File: src/rtl/arith_unit.sv
// arith_unit: clocked 32-bit add/mul/sub/div/rem unit for the CPU datapath.
// Define ARITH_DIV_EN to build the iterative divider (opcodes 011/100).
module arith_unit #(
  parameter int WIDTH      = 32,
  parameter int DIV_CYCLES = 32
) (
  input  logic             clk,
  input  logic             rst_n,
  input  logic [WIDTH-1:0] a,
  input  logic [WIDTH-1:0] b,
  input  logic [2:0]       opcode,
  input  logic             in_valid,
  output logic [WIDTH-1:0] outau,
  output logic             out_valid,
  output logic             busy,
  output logic             div_zero,
  output logic             illegal_op
);

  if (WIDTH != 32 || DIV_CYCLES != WIDTH) begin : g_cfg_chk
    $error("arith_unit: only WIDTH = DIV_CYCLES = 32 is supported");
  end

  typedef enum logic [2:0] {
    OP_ADD = 3'b000,
    OP_MUL = 3'b001,
    OP_SUB = 3'b010,
    OP_DIV = 3'b011,
    OP_REM = 3'b100
  } op_e;

  logic             issue;
  logic             op_add;
  logic             op_mul;
  logic             op_sub;
  logic [WIDTH-1:0] mul_lo;

  logic [WIDTH-1:0] outau_q, outau_d;
  logic             vld_q, vld_d;
  logic             ill_q, ill_d;

  assign issue  = in_valid & ~busy;
  assign op_add = (opcode == OP_ADD);
  assign op_mul = (opcode == OP_MUL);
  assign op_sub = (opcode == OP_SUB);
  assign mul_lo = a * b;

`ifdef ARITH_DIV_EN
  localparam int CW = $clog2(DIV_CYCLES + 1);

  typedef enum logic {
    S_IDLE,
    S_DIV
  } state_t;

  state_t           state_q, state_d;
  logic [WIDTH-1:0] dvd_q, dvd_d;
  logic [WIDTH-1:0] dvs_q, dvs_d;
  logic [WIDTH-1:0] rem_q, rem_d;
  logic [CW-1:0]    cnt_q, cnt_d;
  logic             is_rem_q, is_rem_d;
  logic             dz_q, dz_d;
  logic             op_div;
  logic             op_rem;
  logic [WIDTH:0]   shf;
  logic [WIDTH:0]   dif;

  assign op_div   = (opcode == OP_DIV);
  assign op_rem   = (opcode == OP_REM);
  assign busy     = (state_q == S_DIV);
  assign div_zero = dz_q;

  // Quotient bits shift into the dividend register, MSB first.
  assign shf = {rem_q, dvd_q[WIDTH-1]};
  assign dif = shf - {1'b0, dvs_q};
`else
  assign busy     = 1'b0;
  assign div_zero = 1'b0;
`endif

  always_comb begin
    outau_d = outau_q;
    vld_d   = 1'b0;
    ill_d   = ill_q;
`ifdef ARITH_DIV_EN
    dz_d     = dz_q;
    state_d  = state_q;
    dvd_d    = dvd_q;
    dvs_d    = dvs_q;
    rem_d    = rem_q;
    cnt_d    = cnt_q;
    is_rem_d = is_rem_q;
`endif
    if (issue) begin
      vld_d = 1'b1;
      ill_d = 1'b0;
`ifdef ARITH_DIV_EN
      dz_d  = 1'b0;
`endif
      unique case (1'b1)
        op_add: outau_d = a + b;
        op_mul: outau_d = mul_lo;
        op_sub: outau_d = a - b;
`ifdef ARITH_DIV_EN
        op_div, op_rem: begin
          if (b == '0) begin
            dz_d    = 1'b1;
            outau_d = op_div ? '1 : a;
          end else begin
            vld_d    = 1'b0;
            state_d  = S_DIV;
            dvd_d    = a;
            dvs_d    = b;
            rem_d    = '0;
            cnt_d    = '0;
            is_rem_d = op_rem;
          end
        end
`endif
        default: begin
          outau_d = '0;
          ill_d   = 1'b1;
        end
      endcase
    end
`ifdef ARITH_DIV_EN
    else if (state_q == S_DIV) begin
      if (cnt_q == CW'(DIV_CYCLES)) begin
        outau_d = is_rem_q ? rem_q : dvd_q;
        vld_d   = 1'b1;
        state_d = S_IDLE;
      end else begin
        rem_d = dif[WIDTH] ? shf[WIDTH-1:0] : dif[WIDTH-1:0];
        dvd_d = {dvd_q[WIDTH-2:0], ~dif[WIDTH]};
        cnt_d = cnt_q + CW'(1);
      end
    end
`endif
  end

  always_ff @(posedge clk or negedge rst_n) begin
    if (!rst_n) begin
      outau_q <= '0;
      vld_q   <= 1'b0;
      ill_q   <= 1'b0;
    end else begin
      outau_q <= outau_d;
      vld_q   <= vld_d;
      ill_q   <= ill_d;
    end
  end

`ifdef ARITH_DIV_EN
  always_ff @(posedge clk or negedge rst_n) begin
    if (!rst_n) begin
      state_q  <= S_IDLE;
      dvd_q    <= '0;
      dvs_q    <= '0;
      rem_q    <= '0;
      cnt_q    <= '0;
      is_rem_q <= 1'b0;
      dz_q     <= 1'b0;
    end else begin
      state_q  <= state_d;
      dvd_q    <= dvd_d;
      dvs_q    <= dvs_d;
      rem_q    <= rem_d;
      cnt_q    <= cnt_d;
      is_rem_q <= is_rem_d;
      dz_q     <= dz_d;
    end
  end
`endif

  assign outau      = outau_q;
  assign out_valid  = vld_q;
  assign illegal_op = ill_q;

endmodule

File: config.mk
export PLATFORM = sky130hd
export DESIGN_NAME = arith_unit
export DESIGN_NICKNAME = d
export VERILOG_FILES = /design/src/rtl/arith_unit.sv
export SDC_FILE = /design/constraint.sdc
export NUM_CORES = 1
export LEC_CHECK = 0
export BUFFER_PORTS_ARGS = -buffer_cell sky130_fd_sc_hd__buf_2
export CORE_ASPECT_RATIO = 0.75
export CORE_UTILIZATION = 50
export DETAILED_ROUTE_END_ITERATION = 10
export PLACE_DENSITY = 0.72
export SYNTH_ARGS = -nofsm -noshare
export SYNTH_HDL_FRONTEND = slang
export SYNTH_SLANG_ARGS = --single-unit
File: constraint.sdc
create_clock -name clk -period 1 [get_ports clk]
set_input_delay 0 -clock clk [delete_from_list [all_inputs] [get_ports clk]]
set_output_delay 0 -clock clk [all_outputs]
set_load 0.01 [all_outputs]
==> out/results.tsv <==
metric	value	unit
CTS buffer count	5	
Post-Place Setup Slack	-5.90	ns
Hold Violations, Final	0	
Post-Synth Adder-Cell Area	52.4	%
final setup margin	-5.46	ns
final setup fails	31	
post-route ant nets	0	
TritonCTS Sinks	34	
Mapped Area	19400	µm²
GRT Overall Usage	34.2	%
initial drt markers	1250	
Slew Limit Fails	0	
first-pass GRT wire length	102	mm
dpl hpwl	54.9	mm
Required @ worst endpoint	1.18	ns
initial antenna violation count	4	
CTS tree	yes	
mux share of post-synthesis cell area	0.155	%
synthesized area per cell	8.79	µm²
Crit path max-delay family	adder cells	
Startpoint Class	input port	
routed vias/inst	5.48	
WL/cell	21.6	µm
Synth area leader	fa_1	
commonest non-fill, non-tap cell in the layout	fa_1	
MaxCap Viol Count	0	
Synth top area share	42.3	%
CP peak stage delay	0.61	ns
clock skew	0	ns
NumNets Final	3221	
FF+latch count, synth	34	
max frequency	0.155	GHz
Distinct cells, synth	63	
Clock Tree Root	clkbuf_16	
Die Height	172	µm
Initial Utilization	50.6	%
std cell rows	62	
die width	229	µm
Seq/Total Area, Yosys	4.39	%
largest net degree at the start of global routing	35	
RSZ-0062 raised after global routing	true	
worst slew pin tran	0.845	ns
Longest Clk Path Bufs	2	
main combinational cell family by area after synthesis	adder cells	
xor and xnor area share after synthesis	6.29	%
full die area	39500	µm²
status	finished, violations left	
dominant cells by area after synthesis	fa_1, ha_1, and2_1	
number of buffers and inverters on the critical path	3	
crit path time final	6.46	ns
Synth Instances	2203	
IO Pins	106	
WS Path Type	in -> reg	
DRC violations left	0	
EDFF count, synth	0	
data arrival time of the critical path	6.64	ns
area growth from synthesis to final layout	29.8	%
final instance area	25100	µm²
async set-reset flop share out of synthesis	100	%
crit-path cells	buf_12, and2_4, fa_2, fa_2, fa_1, inv_2, fa_1, inv_2, fa_1, fa_1, fa_2, fa_1, ha_4, and4_1, and3_4, a31oi_1, nand2_1, a221o_1, a41o_1, nor3_1, or2_1, o221ai_2, o32a_1	
final wirelength	67.0	mm
CP dominant cell by count	fa_1	
Core Region	38200	µm²
layout cells sized above 1	27.4	%
final period utilization	646	%
compound-cell area share of the yosys netlist	7.31	%
Slowest cell on crit path	fa_1	
worst min-delay path class	in -> reg	
CP endpoint kind	flip-flop	
top_reg_cell synth	dfrtp_1	
Post-DP Area	23300	µm²
CTS clk-pin slew, worst paths	0.06	ns
Synth Area in Simple Gates	19.3	%
global route overflow	0	
commonest cells after routing, fill and taps aside	fa_1, inv_1, buf_4	
Rel. slew slack	42.8	%
gpl congestion	0.960	
first-pass iteration count of the detailed router	5	
H-tree depth	2	
failing checks	setup timing	
Ys Warns	0	
Vias	17000	
Port Buffers	103	
Worst-Skew Late Latency	0.29	ns
critical path peak fanout	6	
vias in the first global route	18100	
-- worst paths after layout --
path	cells past startpoint	to	slack, ns	start
setup / recovery	23	outau[28]	-5.46	a[13]
hold / removal	2	out_valid	0.06	in_valid
setup reg to reg	2	outau[30]	0.20	outau[30]
hold reg to reg	1	outau[4]	0.49	outau[4]
max in group asynchronous	3	outau[7]	0.34	rst_n
min in group asynchronous	3	out_valid	0.29	rst_n
-- stage by stage --
stage	std cells	TNS [ns]	utilization (%)	hold WS (ns)
global route	3102	-132.74	65.7	0.0588
CTS	3092	-127.34	64.3	0.0501
floorplan	2204	-124.32	-	-0.296
finish	3102	-128.70	65.7	0.0631
global placement	3058	-142.65	60.9	0.0420
detailed placement	3058	-144.23	60.9	0.0695
-- cell type report --
cell class	count	area, µm²
tap	512	641
timing repair buffer	497	4140
antenna	3	7.51
sequential	34	851
clock buffer	7	143
multi-input combinational	1653	17800
inverter	395	1490
clock inverter	1	5.00
fill	3045	13100
-- per-layer routing --
| layer | vias to the layer above | track usage, % | wire (µm) |
|---|---|---|---|
| met5 | - | 0 | 0 |
| met4 | 0 | 10.4 | 2100 |
| met3 | 128 | 5.57 | 4930 |
| met2 | 693 | 58.6 | 32200 |
| met1 | 8711 | 44.7 | 27800 |
| li1 | 7472 | - | - |
-- cells by family (layout without fill, tap and decap cells) --
kind of cell,count (synthesis),count (layout)
compound gates,215,215
other cells,1,5
simple gates,729,729
xor+xnor,139,139
mux,3,3
buf+inv,517,900
fa+ha+maj,565,565
flops,34,34
-- Yosys cell counts (18+ instances only) --
| master | number |
|---|---|
| inv_1 | 394 |
| fa_1 | 409 |
| clkbuf_1 | 112 |
| xnor2_1 | 96 |
| nor2_1 | 83 |
| a21o_1 | 18 |
| o21ai_0 | 34 |
| ha_1 | 156 |
| nand2_1 | 251 |
| a21oi_1 | 65 |
| xor2_1 | 43 |
| and2_1 | 311 |
| dfrtp_1 | 34 |
-- worst register-to-register path, delay by kind of cell, from the launching register on --
kind	cells	cell delay [ns]
compound gates	2	0.27
flops	1	0.40
-- sequential cells by signal, summed over array words and instances, names as in the netlist --
| register | flops |
|---|---|
| illegal_op | 1 |
| out_valid | 1 |
| outau | 32 |
-- what timing repair did --
action                     in CTS  in global routing
hold endpoints to repair       34                  0
resized for setup             212                 93
hold buffers                    1                  0
pin swaps                      68                 68
buffers inserted               27                  8
cloned                          4                  0
setup endpoints to repair      32                 32
Power is not shown: default switching activity piles up to over one toggle a cycle in this logic, so the estimate is an artifact.
